### src/rtl/game_pkg.sv
// game_pkg: shared state encoding and constants for the Block Invaders game sequencer
package game_pkg;
  typedef enum logic [2:0] {IDLE = 3'd0, PLAY = 3'd1, HIT = 3'd2, CLEAR = 3'd3, OVER = 3'd4} state_e;
  localparam int SCORE_W_DEF = 14;
  localparam int MAX_WAVE = 7;
  function automatic int max3(input int a, input int b, input int c);
    return (a > b) ? ((a > c) ? a : c) : ((b > c) ? b : c);
  endfunction
endpackage

### src/rtl/game_flow_ctrl_frame_timer.sv
// frame_timer: counts frame ticks up to a target and holds there until cleared
module frame_timer #(
  parameter int W = 8
) (
  input  logic         clk,
  input  logic         reset,
  input  logic         clr,
  input  logic         frame_tick,
  input  logic [W-1:0] target,
  output logic [W-1:0] count,
  output logic         done
);
  logic [W-1:0] count_q;
  always_ff @(posedge clk)
    count_q <= (reset || clr) ? '0 : (frame_tick && count_q < target) ? count_q + W'(1) : count_q;
  assign count = count_q;
  assign done = count_q == target;
endmodule

### src/rtl/game_flow_ctrl.sv
// game_flow_ctrl: play/respawn/wave-clear/game-over sequencer owning lives, score, wave and generator resets
module game_flow_ctrl import game_pkg::*; #(
  parameter int LIVES          = 3,
  parameter int RESPAWN_FRAMES = 90,
  parameter int CLEAR_FRAMES   = 60,
  parameter int OVER_FRAMES    = 180,
  parameter int SCORE_PER_HIT  = 10,
  parameter int SCORE_W        = SCORE_W_DEF
) (
  input  logic               clk,
  input  logic               reset,
  input  logic               frame_tick,
  input  logic               start,
  input  logic               ship_hit,
  input  logic               alien_hit,
  input  logic               wave_clear,
  output logic [2:0]         state,
  output logic               play_en,
  output logic               ship_rst,
  output logic               field_rst,
  output logic [1:0]         lives,
  output logic [SCORE_W-1:0] score,
  output logic [2:0]         wave
);
  localparam int CW = $clog2(max3(RESPAWN_FRAMES, CLEAR_FRAMES, OVER_FRAMES) + 1);
  state_e state_q, state_d;
  logic start_q, start_rise;
  logic play_en_q, play_en_d, ship_rst_q, ship_rst_d, field_rst_q, field_rst_d, new_field;
  logic [1:0] lives_q, lives_d;
  logic [SCORE_W-1:0] score_q, score_d;
  logic [SCORE_W:0] sum;
  logic [2:0] wave_q, wave_d;
  logic [CW-1:0] tgt, cnt;
  logic done, tick_last;
  assign start_rise = start & ~start_q;
  assign sum = {1'b0, score_q} + (SCORE_W+1)'(SCORE_PER_HIT);
  assign tgt = (state_q == HIT) ? CW'(RESPAWN_FRAMES) : (state_q == CLEAR) ? CW'(CLEAR_FRAMES) : CW'(OVER_FRAMES);
  // expiry is detected on the final tick itself so the resets land one cycle after it
  assign tick_last = frame_tick & (cnt == tgt - CW'(1));
  frame_timer #(.W(CW)) u_timer (
    .clk        (clk),
    .reset      (reset),
    .clr        (state_d != state_q),
    .frame_tick (frame_tick),
    .target     (tgt),
    .count      (cnt),
    .done       (done)
  );
  always_comb begin
    state_d = state_q;
    lives_d = lives_q;
    score_d = score_q;
    wave_d = wave_q;
    ship_rst_d = 1'b0;
    new_field = 1'b0;
    case (state_q)
      IDLE: if (start_rise) begin
        state_d = PLAY;
        lives_d = 2'(LIVES);
        score_d = '0;
        wave_d = 3'd1;
        ship_rst_d = 1'b1;
      end
      PLAY: begin
        score_d = alien_hit ? (sum[SCORE_W] ? '1 : sum[SCORE_W-1:0]) : score_q;
        if (ship_hit) begin
          lives_d = lives_q - 2'd1;
          state_d = (lives_q == 2'd1) ? OVER : HIT;
        end else if (wave_clear) state_d = CLEAR;
      end
      HIT: if (tick_last) begin
        state_d = PLAY;
        ship_rst_d = 1'b1;
      end
      CLEAR: if (tick_last) begin
        state_d = PLAY;
        ship_rst_d = 1'b1;
        new_field = 1'b1;
        wave_d = (wave_q < 3'(MAX_WAVE)) ? wave_q + 3'd1 : wave_q;
      end
      OVER: if (done && start_rise) begin
        state_d = IDLE;
        wave_d = '0;
      end
      default: state_d = IDLE;
    endcase
    play_en_d = state_d == PLAY;
    field_rst_d = (state_d == IDLE) | new_field;
  end
  always_ff @(posedge clk)
    if (reset) begin
      state_q <= IDLE;
      start_q <= 1'b0;
      play_en_q <= 1'b0;
      ship_rst_q <= 1'b0;
      field_rst_q <= 1'b1;
      lives_q <= 2'(LIVES);
      score_q <= '0;
      wave_q <= '0;
    end else begin
      state_q <= state_d;
      start_q <= start;
      play_en_q <= play_en_d;
      ship_rst_q <= ship_rst_d;
      field_rst_q <= field_rst_d;
      lives_q <= lives_d;
      score_q <= score_d;
      wave_q <= wave_d;
    end
  assign state = state_q;
  assign play_en = play_en_q;
  assign ship_rst = ship_rst_q;
  assign field_rst = field_rst_q;
  assign lives = lives_q;
  assign score = score_q;
  assign wave = wave_q;
endmodule

### config.mk
export PLATFORM = sky130hd
export DESIGN_NAME = game_flow_ctrl
export DESIGN_NICKNAME = d
export VERILOG_FILES = /design/src/rtl/game_pkg.sv /design/src/rtl/game_flow_ctrl_frame_timer.sv /design/src/rtl/game_flow_ctrl.sv
export SDC_FILE = /design/constraint.sdc
export NUM_CORES = 1
export LEC_CHECK = 0
export BUFFER_PORTS_ARGS = -buffer_cell sky130_fd_sc_hd__buf_2
export CORE_ASPECT_RATIO = 1.75
export CORE_MARGIN = 5
export CORE_UTILIZATION = 50
export CTS_CLUSTER_DIAMETER = 80
export CTS_CLUSTER_SIZE = 40
export DETAILED_ROUTE_END_ITERATION = 8
export PLACE_DENSITY = 0.75
export SLEW_MARGIN = 15
export SYNTH_ARGS = -nofsm -noshare
export SYNTH_HDL_FRONTEND = slang
export SYNTH_SLANG_ARGS = --single-unit
### constraint.sdc
create_clock -name clk -period 2.31 [get_ports clk]
set_input_delay 0.1155 -clock clk [delete_from_list [all_inputs] [get_ports clk]]
set_output_delay 0.1155 -clock clk [all_outputs]
set_load 0.1 [all_outputs]
After elaboration in Yosys (flattened, before gate mapping)
Cells that the tools add are included.

Input port bits: 7. Bits in registers: 34. RAM bits: 0. Bits in latches: 0. Bits in read-only memories: 0. Word-level logic and storage cells: 71. Memories: 0. Output and inout bits: 25.

Multiplexer cells: 25. Reductions and logical operators: 11. $mul: 0. Shifts and indexed selects: 0. Order comparisons: 2. Divide/modulo/power cells: 0. Equality and inequality tests: 15. Bitwise logic cells: 4. Add/subtract/negate cells: 5.

Operators with widths (count): $mux 14 (3); $mux 3 (10); $pmux 14 s2 (1); $eq 8x8->1 (2); $mux 8 (2); $add 14x4->15 const B (1); $pmux 3 s4 (1); $ne 2x2->1 const B (5); $pmux 3 s3 (1); $add 8x1->8 const B (1); $lt 8x8->1 (1); $sub 8x1->8 const B (1); $eq 3x1->1 const B (2); $eq 3x2->1 const B (2); $logic_not 3->1 (2); $reduce_and 3->1 (2); $reduce_and 5->1 (1); $mux 2 (2); $pmux 2 s2 (1); $add 3x1->3 const B (1); $eq 3x3->1 const B (1); $lt 3x3->1 const B (1); $mux 1 (3); $ne 3x3->1 (1); other kinds (12) (14).

Logic depth before layout (Yosys ltp)
Gate-level depths: netlist of run 1.

Depth after elaboration: 10. Depth in mapped cells: 11. Mapped depth without buffers: 9.

Hierarchy
A second synthesis of run 1 with hierarchy kept.

Cells, all modules: 262. Area, all modules: 2243.4 µm².

By module, submodules not included: game_flow_ctrl (seq. area each 520.5 µm², cells each 189, area an instance 1596.5 µm², instances 1); frame_timer (seq. area each 160.2 µm², cells each 73, area an instance 646.9 µm², instances 1).

Least setup slack after synthesis of run 1
No wires, ideal clock.

Path type: flip-flop to flip-flop. Start point: register state_q[1] (netlist: state[1]). End point: register wave_q[2] (netlist: wave[2]). Path buffers: 1. Stages on the path, launching flop included: 11. Clock period less this slack: 3.149 ns. Setup time: 0.070 ns. Arrival: 3.079 ns. Data required time: 2.240 ns. Slack: -0.839 ns. Cell sequence: dfxtp_1 > buf_2 > and2b_1 > nand2_1 > inv_1 > ha_1 > nand4b_1 > o41ai_2 > o221ai_2 > or4_1 > a21oi_1.

Cells in the longest elaborated chain, start to end: 8. Elaborated cells between the ends (all ways): 18. Classes of those cells: add/sub (1); eq/ne (9); mux (3); bitwise (1); reduce/logical (4).

RTL lines: start, declared (RTL line game_flow_ctrl.sv:26) `state_e state_q, state_d;`; start signal, assigned (RTL line game_flow_ctrl.sv:101) `state_q <= state_d;`; $eq 3x2->1 (RTL line game_flow_ctrl.sv:37, game_flow_ctrl.sv:56); $mux 8 (2 in a row) (RTL line game_flow_ctrl.sv:37) `assign tgt = (state_q == HIT) ? CW'(RESPAWN_FRAMES) : (state_q == CLEAR) ? CW'(CLEAR_FRAMES) : CW'(OVER_FRAMES ...`; $sub 8x1->8 (RTL line game_flow_ctrl.sv:39) `assign tick_last = frame_tick & (cnt == tgt - CW'(1));`; $eq 8x8->1 (RTL line game_flow_ctrl.sv:39); $and 1x1->1 (RTL line game_flow_ctrl.sv:39); $ne 2x2->1 (no line); $reduce_and 5->1 (no line); end signal, assigned (RTL line game_flow_ctrl.sv:108) `wave_q <= wave_d;`; end, declared (RTL line game_flow_ctrl.sv:32) `logic [2:0] wave_q, wave_d;`.

Parallel ways exist; a longest one is shown, timed or not. A chain may end at the register's enable or synchronous reset.

Worst setup path after layout of run 1
Start point: register state_q[2] (netlist: state[2]). End point: register wave_q[2] (netlist: wave[2]).

The elaborated chain is that of the path after synthesis.

==> flow_summary_export.csv, run 1 <==
group,metric,value,unit
outcome,status,"complete, no violations",
power_and_ir_drop,p_per_area,551,mW/mm^2
worst_setup_path,cpMaxStageDelayCell,"or4_1",
layout,final_common_cell,"buf_2",
worst_setup_path,path_buf_inv,1,
route,via_per_inst,5.94,
sta,fmax,436,MHz
layout,drive_gt1_frac,0.320,
job,max-cap-violations,0,
synth,syn_inst,243,
route,wl,5240,um
clock_tree,clockBufferDepth,2,
power_and_ir_drop,total_power,1.40,mW
die,die_y,92.9,um
placement,place_congestion,0.824,
global_route,grt_pass1_wl,8200,um
worst_setup_path,cp_data_arrival_time,2.51,ns
sta,rsz0062_at_grt,"yes",
route,dr.pass1.iters,5,
synth,ys_ff_latch,34,
synth,synth_warnings,0,
worst_setup_path,cp-end-kind,"flop",
synth,avgSynthCellArea,8.09,sq um
synth,yosysUniqueCellTypes,48,
global_route,antenna_found_initial,0,
layout,antennaDiodeCount,0,
synth,yosysTopAreaCellShare,0.346,
sta,tightest_slew,0.563,ns
die,die_w,57.4,um
placement,dp_hpwl,3760,um
die,start_util,0.513,
hold_path,hold_path.class,"in2reg",
worst_setup_path,crit_required,2.53,ns
die,num_io_pins,32,
layout,synthToLayoutAreaGrowth,29.2,%
global_route,grt_overflow,0,
synth,yosys-top-cells-area,"dfxtp_1 35%, ha_1 7.0%, a21oi_1 6.6%, o21ai_0 4.6%, nand2_1 3.1%",
route,drt_iter0_drc,38,
sta,finClkSkew,0.00894,ns
sta,timing.final.crit_share,0.993,
worst_setup_path,cp_max_fo,4,
route,drc,0,
layout,num-fill-cells,347,
synth,synth-edff-count,0,
route,vias,2012,
power_and_ir_drop,p_leak,0.988,nW
clock_tree,cts-hold-fix-buffers,0,
clock_tree,clk-insertion-delay-late,0.29,ns
global_route,grt_max_degree,27,
power_and_ir_drop,max-vdd-ir-drop,0.505,mV
layout,layout_common_cells,"31 x buf_2, 30 x dfxtp_1, 21 x a21oi_1",
synth,synth-main-ff-cell,"dfxtp_1",
sta,holdWs,0.0589,ns
worst_setup_path,path_cells,"and2b_2 -> nand2_2 -> buf_6 -> ha_4 -> nand4_4 -> o41ai_4 -> o221ai_2 -> or4_1 -> a21oi_1",
synth,synth_top_area_cell,"dfxtp_1",
synth,ys_async_sr_fraction,0,
clock_tree,clkTransAtPathRegs,0.07,ns
synth,synth_nets,261,
sta,tns,0,ns
clock_tree,cts-root-buf,"clkbuf_8",
die,dieArea,0.00533,sq mm
clock_tree,cts_sinks,34,
route,wire_per_inst,15.5,um
global_route,grt_pass1_vias,1925,
global_route,track_usage,0.194,
clock_tree,numCtsBuffers,5,
sta,finalMaxSlewViolations,0,
worst_setup_path,max_stage_delay,0.41,ns
route,ant_nets,0,
sta,slew_headroom,0.622,
die,rows,30,
worst_setup_path,critical_path_class,"reg2reg",
sta,setup_viol,0,
clock_tree,cts-htree-levels,2,
synth,syn_area,0.00197,sq mm
placement,place_ws,-0.0321,ns
layout,fin_nets,308,
clock_tree,cts_tree,"yes",
die,core,0.00383,sq mm
worst_setup_path,crit_path_start_kind,"flop",
placement,io_buffers,31,
sta,finalHoldViolations,0,
sta,setup_ws,0.0166,ns
sta,period_needed,2.29,ns
synth,ys_seq_area_frac,0.346,
worst_setup_path,cpLargestDelayFamily,"simple AND/OR/NAND/NOR gates",
report_power, final:
group / internal [mW] / leakage (nW) / switching (mW)
logic: 0.100 / 0.662 / 0.217
clock network: 0.241 / 0.0482 / 0.225
registers: 0.601 / 0.278 / 0.0135
total: 0.942 / 0.988 / 0.456
cell usage after synthesis, types with 2 or more instances:
| cell type | n |
|---|---|
| nor2b_1 | 4 |
| or3_1 | 3 |
| o31ai_1 | 5 |
| and3_1 | 3 |
| nor2_1 | 16 |
| nand3_1 | 7 |
| o21ai_0 | 18 |
| nand2b_1 | 5 |
| nand3b_1 | 4 |
| or4_1 | 5 |
| or2_2 | 3 |
| a21oi_1 | 26 |
| nand4b_1 | 4 |
| a211oi_1 | 2 |
| nand2_1 | 16 |
| nor3_2 | 2 |
| nor3_1 | 9 |
| a31oi_1 | 7 |
| inv_1 | 13 |
| ha_1 | 11 |
| or3b_2 | 2 |
| clkbuf_1 | 7 |
| a22oi_1 | 3 |
| buf_2 | 4 |
| and4_1 | 2 |
| nor4_1 | 3 |
| a21o_1 | 4 |
| dfxtp_1 | 34 |
| nand4_1 | 2 |
flip-flops by register name, indices dropped and copies added, names as in the netlist:
name	cells
score	14
play_en	1
state	3
u_timer.count	8
field_rst	1
ship_rst	1
wave	3
start_q	1
lives	2
cell families after synthesis:
| family | after synthesis | synth area share |
|---|---|---|
| buf+inv | 25 | 0.0509 |
| flops | 34 | 0.346 |
| fa+ha+maj | 11 | 0.0700 |
| mux | 1 | 0.00509 |
| compound gates | 76 | 0.241 |
| simple gates | 96 | 0.287 |
final timing paths:
check                               from  endpoint  slack [ns]  cells after the start
worst max register to register  state[2]   wave[2]        0.02                      9
worst min-delay path               start   start_q        0.06                      2
worst max-delay path            state[2]   wave[2]        0.02                      9
worst min register to register  score[0]  score[0]        0.49                      2
layout make-up:
class	count	area, sq um	share of cell area
Clock buffer	7	86.3	0.0340
Clock inverter	1	5.00	0.00197
Inverter	13	48.8	0.0192
Multi-Input combinational cell	184	1310	0.517
Sequential cell	34	693	0.273
Tap cell	48	60.1	0.0237
Timing Repair Buffer	52	333	0.131
repair_timing:
action                                  in CTS  in global routing
endpoints found under the setup margin       1                 11
resized for setup                            0                 18
buffers inserted                             3                  2
pin swaps                                    2                  8
hold endpoints to repair                     0                  0
per-layer routing:
layer	wire length, um	global-route usage	vias up
met5	0	0	-
met2	3020	0.368	45
met1	1880	0.185	959
met3	175	0.0349	14
li1	-	-	994
met4	165	0.110	0
through the flow:
step | util | cells | area, sq um
global placement | 0.605 | 326 | 2310
CTS | 0.634 | 337 | 2430
detailed placement | 0.605 | 326 | 2310
floorplan | - | 243 | 2030
finish | 0.663 | 339 | 2540
global route | 0.663 | 339 | 2540
No activity file was read; power rests on OpenSTA's default activity.
==> run 2: changes to the inputs <==
--- a/config.mk
+++ b/config.mk
@@ -9,6 +9,7 @@
 export CORE_ASPECT_RATIO = 1.75
 export CORE_MARGIN = 5
 export CORE_UTILIZATION = 50
+export CTS_BUF_LIST = sky130_fd_sc_hd__clkbuf_4
 export CTS_CLUSTER_DIAMETER = 80
 export CTS_CLUSTER_SIZE = 40
 export DETAILED_ROUTE_END_ITERATION = 8
==> run 2 against run 1 <==
Effect of this change: the run now ends with negative setup slack left; register-to-register slack worse by 0.02 ns; global-route usage is 0.11 points lower; critical endpoint is now u_timer.count[0]; worst hold slack better by 0.13 ns; sequential cell count stayed put; wire length hardly changed; final cell count is 0.29% lower.
==> flow_summary_export.csv, run 2 (synthesis results as in run 1) <==
group,metric,value,unit
layout,final_common_cell,"buf_2",
clock_tree,cts-htree-levels,2,
sta,timing.final.crit_share,1.00,
sta,rsz0062_at_grt,"yes",
sta,finalHoldViolations,0,
clock_tree,cts_sinks,34,
die,dieArea,0.00533,sq mm
sta,period_needed,2.31,ns
global_route,grt_overflow,0,
clock_tree,clockBufferDepth,2,
power_and_ir_drop,clkPwrFrac,0.265,
sta,finalMaxSlewViolations,0,
power_and_ir_drop,intPower,0.827,mW
power_and_ir_drop,max-vdd-ir-drop,0.433,mV
die,start_util,0.513,
worst_setup_path,crit_path_start_kind,"flop",
route,dr.pass1.iters,4,
sta,tns,-0.00225,ns
worst_setup_path,cp-end-kind,"flop",
die,rows,30,
placement,io_buffers,31,
sta,setup_viol,1,
global_route,grt_max_degree,27,
clock_tree,cts_tree,"yes",
layout,finalInstanceArea,0.00251,sq mm
worst_setup_path,crit_required,2.59,ns
sta,setup_ws,-0.00225,ns
layout,synthToLayoutAreaGrowth,27.8,%
sta,holdWs,0.184,ns
die,num_io_pins,32,
placement,place_congestion,0.824,
layout,largest_reg_flops,14,
worst_setup_path,cp_max_fo,8,
worst_setup_path,cp_data_arrival_time,2.59,ns
clock_tree,cts-root-buf,"clkbuf_4",
clock_tree,clk-insertion-delay-late,0.35,ns
job,max-cap-violations,0,
global_route,grt_pass1_vias,1930,
layout,fin_nets,307,
outcome,status,"finished with violations",
global_route,antenna_found_initial,0,
global_route,track_usage,0.193,
power_and_ir_drop,switching_power,0.444,mW
die,die_y,92.9,um
sta,finClkSkew,0.0145,ns
power_and_ir_drop,p_leak,0.971,nW
sta,tightest_slew,0.558,ns
placement,dpl_cell_area,0.00231,sq mm
power_and_ir_drop,p_per_area,506,mW/mm^2
placement,dp_hpwl,3760,um
route,drt_iter0_drc,52,
layout,layout_common_cells,"31 x buf_2, 30 x dfxtp_1, 22 x a21oi_1",
global_route,grt_pass1_wl,8230,um
die,core,0.00383,sq mm
layout,antennaDiodeCount,0,
route,drc,0,
power_and_ir_drop,combPwrFrac,0.251,
layout,drive_gt1_frac,0.314,
route,ant_nets,0,
outcome,failed_checks,"negative setup slack",
power_and_ir_drop,power_frac_seq,0.484,
die,die_w,57.4,um
route,vias,2032,
clock_tree,clkTransAtPathRegs,0.11,ns
route,via_per_inst,6.01,
power_and_ir_drop,switching_share,0.349,
route,wire_per_inst,15.5,um
route,wl,5250,um
sta,fmax,432,MHz
worst_setup_path,critical_path_class,"reg2reg",
hold_path,hold_path.class,"in2reg",
sta,slew_headroom,0.626,
clock_tree,numCtsBuffers,5,
run 2: area by class of cell:
cell class,count,area (sq um)
Inverter,13,51.3
Clock buffer,6,45.0
Timing Repair Buffer,51,324
Clock inverter,2,8.76
Fill cell,344,1320
Sequential cell,34,693
Tap cell,48,60.1
Multi-Input combinational cell,184,1330
run 2: path summary, 6_finish.rpt:
path         startpoint               end  slack, ns  cells past startpoint
min reg2reg    score[0]          score[0]       0.50                      2
max reg2reg    state[2]  u_timer.count[0]     -0.002                     12
min               reset          state[1]       0.18                      2
max            state[2]  u_timer.count[0]     -0.002                     12
run 2: stage by stage:
stage          std cells  power, mW   util  setup WS [ns]
2_1_floorplan        243      0.850      -         -0.195
3_3_place_gp         326      0.920  0.605         0.0464
3_5_place_dp         326      0.923  0.605        -0.0321
4_1_cts              336       1.26  0.628        -0.0404
5_1_grt              338       1.32  0.656        -0.0950
6_report             338       1.27  0.656       -0.00225
run 2: power groups by stage:
stage / Clock, mW / Sequential (mW) / Combinational [mW]
finish: 0.337 / 0.615 / 0.319
global route: 0.367 / 0.618 / 0.339
CTS: 0.346 / 0.615 / 0.301
detailed placement: 0 / 0.628 / 0.295
global placement: 0 / 0.627 / 0.292
floorplan: 0 / 0.724 / 0.126
run 2: metal layers:
metal,up-vias,global-route usage,share of wire
met5,-,0,0
met4,0,0.108,0.028
met3,15,0.0349,0.032
met2,45,0.363,0.57
met1,979,0.187,0.37
li1,993,-,-
run 2: what timing repair did:
item	CTS	global route
setup buffers	1	2
endpoints found under the setup margin	1	12
pin swaps	2	7
hold endpoints to repair	1	0
gates resized for setup	3	17
hold buffers	1	0
run 2: worst max-delay path, stage by stage, from the launching register on:
cell and delay [ns]:
dfxtp_4 0.36, and2b_2 0.25, buf_4 0.13, inv_2 0.04
ha_1 0.26, nand4b_1 0.18, buf_4 0.17, nor4_4 0.03
buf_4 0.15, o31ai_4 0.17, nand4_1 0.18, buf_12 0.19
a21oi_1 0.11
==> run 3: changes to the inputs <==
--- a/config.mk
+++ b/config.mk
@@ -5,6 +5,7 @@
 export SDC_FILE = /design/constraint.sdc
 export NUM_CORES = 1
 export LEC_CHECK = 0
+export ABC_AREA = 1
 export BUFFER_PORTS_ARGS = -buffer_cell sky130_fd_sc_hd__buf_2
 export CORE_ASPECT_RATIO = 1.75
 export CORE_MARGIN = 5
@@ -13,7 +14,7 @@
 export CTS_CLUSTER_DIAMETER = 80
 export CTS_CLUSTER_SIZE = 40
 export DETAILED_ROUTE_END_ITERATION = 8
-export PLACE_DENSITY = 0.75
+export PLACE_DENSITY = 0.74
 export SLEW_MARGIN = 15
 export SYNTH_ARGS = -nofsm -noshare
 export SYNTH_HDL_FRONTEND = slang
==> run 3 against run 2 <==
Effect of this change: the run now ends clean; via count is 4.7% higher; setup slack improved by 0.24 ns; final cell count increased by 23%; first-iteration DRC count grew 40%; fmax up 12%; worst hold slack hardly changed; register-to-register slack gained 0.24 ns; critical path depth grew 2; sequential cell count did not move; sequential share of layout area increased by 1.4 points; power rose by 4.7%; critical path type unchanged; critical endpoint unchanged; largest cell class unchanged.
==> flow_summary_export.csv, run 3 <==
group,metric,value,unit
clock_tree,cts_sinks,34,
worst_setup_path,worstReg2RegEnd,"u_timer.count[0]",
job,max-cap-violations,0,
layout,antennaDiodeCount,0,
layout,finalInstanceArea,0.00238,sq mm
route,dr.pass1.iters,4,
worst_setup_path,critical_path_class,"reg2reg",
worst_setup_path,cp.depth,14,
layout,fin_nets,383,
global_route,use_met2,0.385,
hold_path,hold_start,"reset",
power_and_ir_drop,max-vdd-ir-drop,0.341,mV
synth,syn_inst,328,
worst_setup_path,path_buf_inv,2,
synth,yosys-top-cells-area,"dfxtp_1 33%, nand2_1 16%, inv_1 8.6%, nor2_1 7.5%, nand3_1 6.9%",
worst_setup_path,cpMaxStageDelayCell,"dfxtp_4",
sta,period_needed,2.07,ns
sta,rsz0062_at_grt,"no",
sta,timing.final.crit_share,0.896,
sta,tightest_slew,0.504,ns
hold_path,hold_path.class,"in2reg",
synth,yosysUniqueCellTypes,26,
layout,drive_gt1_frac,0.148,
sta,tns,0,ns
clock_tree,cts_tree,"yes",
worst_setup_path,cp-end-kind,"flop",
hold_path,hold_depth,2,
layout,largest_reg_flops,14,
worst_setup_path,max_stage_delay,0.36,ns
power_and_ir_drop,p_leak,1.19,nW
worst_setup_path,worst-r2r-cell-count,14,
route,ant_nets,0,
sta,fmax,483,MHz
clock_tree,clockBufferDepth,2,
synth,yosysTopAreaCellShare,0.326,
layout,final_common_cell,"nand2_1",
global_route,grt_use_met1,0.201,
synth,syn_area,0.00209,sq mm
synth,avgSynthCellArea,6.37,sq um
worst_setup_path,cp_max_fo,8,
synth,synth_top_area_cell,"dfxtp_1",
sta,holdWs,0.184,ns
placement,place_ws,0.115,ns
synth,ys_async_sr_fraction,0,
layout,layout_common_cells,"90 x nand2_1, 48 x inv_1, 40 x nor2_1",
sta,finClkSkew,0.00961,ns
die,num_io_pins,32,
worst_setup_path,cpLargestDelayFamily,"simple AND/OR/NAND/NOR gates",
global_route,antenna_found_initial,0,
sta,slew_headroom,0.666,
synth,ys_ff_latch,34,
route,drc,0,
die,die_w,58.9,um
clock_tree,numCtsBuffers,5,
die,rows,31,
route,wire_per_inst,12.5,um
placement,place_congestion,0.902,
layout,final_util,0.579,
synth,synth-main-ff-cell,"dfxtp_1",
hold_path,holdPathEnd,"wave[1]",
worst_setup_path,cp_data_arrival_time,2.29,ns
die,dieArea,0.00563,sq mm
placement,io_buffers,31,
clock_tree,clk-insertion-delay-late,0.33,ns
sta,setup_ws,0.240,ns
route,wl,5180,um
global_route,grt_pass1_vias,2072,
outcome,status,"complete, no violations",
sta,finalHoldViolations,0,
synth,synth_nets,346,
global_route,grt_overflow,0,
layout,synthToLayoutAreaGrowth,13.8,%
clock_tree,clkTransAtPathRegs,0.10,ns
die,die_y,95.5,um
sta,setup_viol,0,
global_route,grt_pass1_wl,8850,um
worst_setup_path,crit_required,2.53,ns
clock_tree,cts-root-buf,"clkbuf_4",
synth,synthTopCellsByCount,"91 x nand2_1, 48 x inv_1, 42 x nor2_1",
power_and_ir_drop,p_per_area,559,mW/mm^2
synth,synth-edff-count,0,
worst_setup_path,path_cells,"inv_1 -> nand2_2 -> nor2_2 -> inv_1 -> ha_1 -> nand2_1 -> nor2_2 -> nand3_1 -> nand2_1 -> nand3_1 -> nand2_1 -> nor2_1 -> nand2_2 -> nor2_1",
route,via_per_inst,5.13,
placement,dp_hpwl,4070,um
synth,ys_seq_area_frac,0.326,
synth,synthMostInstantiatedCell,"nand2_1",
global_route,busiest_layer,"met2",
synth,synth_warnings,0,
route,vias,2127,
worst_setup_path,reg2reg_from,"state[2]",
global_route,track_usage,0.205,
global_route,grt_use_met3,0.0352,
worst_setup_path,crit_path_start_kind,"flop",
placement,dpl_cell_area,0.00231,sq mm
worst_setup_path,rrSetupSlack,0.24,ns
sta,finalMaxSlewViolations,0,
clock_tree,cts-htree-levels,2,
worst_setup_path,crit_top_cell,"nand2_1",
die,core,0.00411,sq mm
die,start_util,0.509,
route,drt_iter0_drc,73,
global_route,grt_max_degree,22,
==> run 3: changes by cell type after synthesis, moves of 5 or more <==
| cell | before | now |
|---|---|---|
| nand2_1 | 16 | 91 |
| inv_1 | 13 | 48 |
| nor2_1 | 16 | 42 |
| nand3_1 | 7 | 29 |
| a21oi_1 | 26 | 19 |
| clkbuf_1 | 7 | 2 |
| nand2b_1 | 5 | 0 |
| nor3_1 | 9 | 4 |
| o31ai_1 | 5 | 0 |
| or4_1 | 5 | 0 |
==> run 3: cell type report <==
type | count | area, sq um
Clock inverter | 3 | 11.3
Inverter | 50 | 188
Tap cell | 49 | 61.3
Timing Repair Buffer | 34 | 180
Multi-Input combinational cell | 240 | 1210
Clock buffer | 5 | 37.5
Sequential cell | 34 | 689
Fill cell | 411 | 1730
==> run 3: timing repair <==
item	in CTS	in global routing
setup buffers	0	0
hold buffers	1	0
gates resized for setup	0	5
endpoints found under the hold margin	1	0
setup endpoints to repair	0	11
==> run 3: report_power, final <==
part           internal, mW  leakage (nW)  switching, mW
clock                 0.108        0.0277          0.194
sequential            0.612         0.278         0.0249
combinational        0.0825         0.879          0.308
total                 0.803          1.19          0.527
==> run 3: logic make-up (layout without fill, tap and decap cells) <==
group,count (synthesis),in the layout,share of synthesized area
AO/OA/AOI/OAI,42,42,0.106
buffers and inverters,54,92,0.101
AND/OR/NAND/NOR,179,179,0.369
XOR/XNOR,8,8,0.0335
flip-flops,34,34,0.326
adder cells (fa/ha/maj),11,11,0.0658
==> run 3: per-layer routing <==
layer  part of all wire  wire length, um  vias up
li1                   -                -     1115
met1               0.38             1990      938
met2               0.55             2820       58
met3              0.038              197       16
met4              0.033              170        0
met5                  0                0        -
==> run 3: worst max-delay path by stage <==
stage,startpoint,to,slack [ns]
2_1_floorplan,state[1],u_timer.count[0],0.11
3_5_place_dp,state[2],u_timer.count[0],0.11
6_report,state[2],u_timer.count[0],0.24
5_1_grt,state[2],u_timer.count[1],0.03
3_3_place_gp,state[2],u_timer.count[2],0.22
4_1_cts,state[2],u_timer.count[0],0.09
==> run 3: metrics by stage <==
step           std cells  power, mW
2_1_floorplan        328      0.963
3_3_place_gp         406       1.03
3_5_place_dp         406       1.04
4_1_cts              415       1.35
5_1_grt              415       1.41
6_report             415       1.33
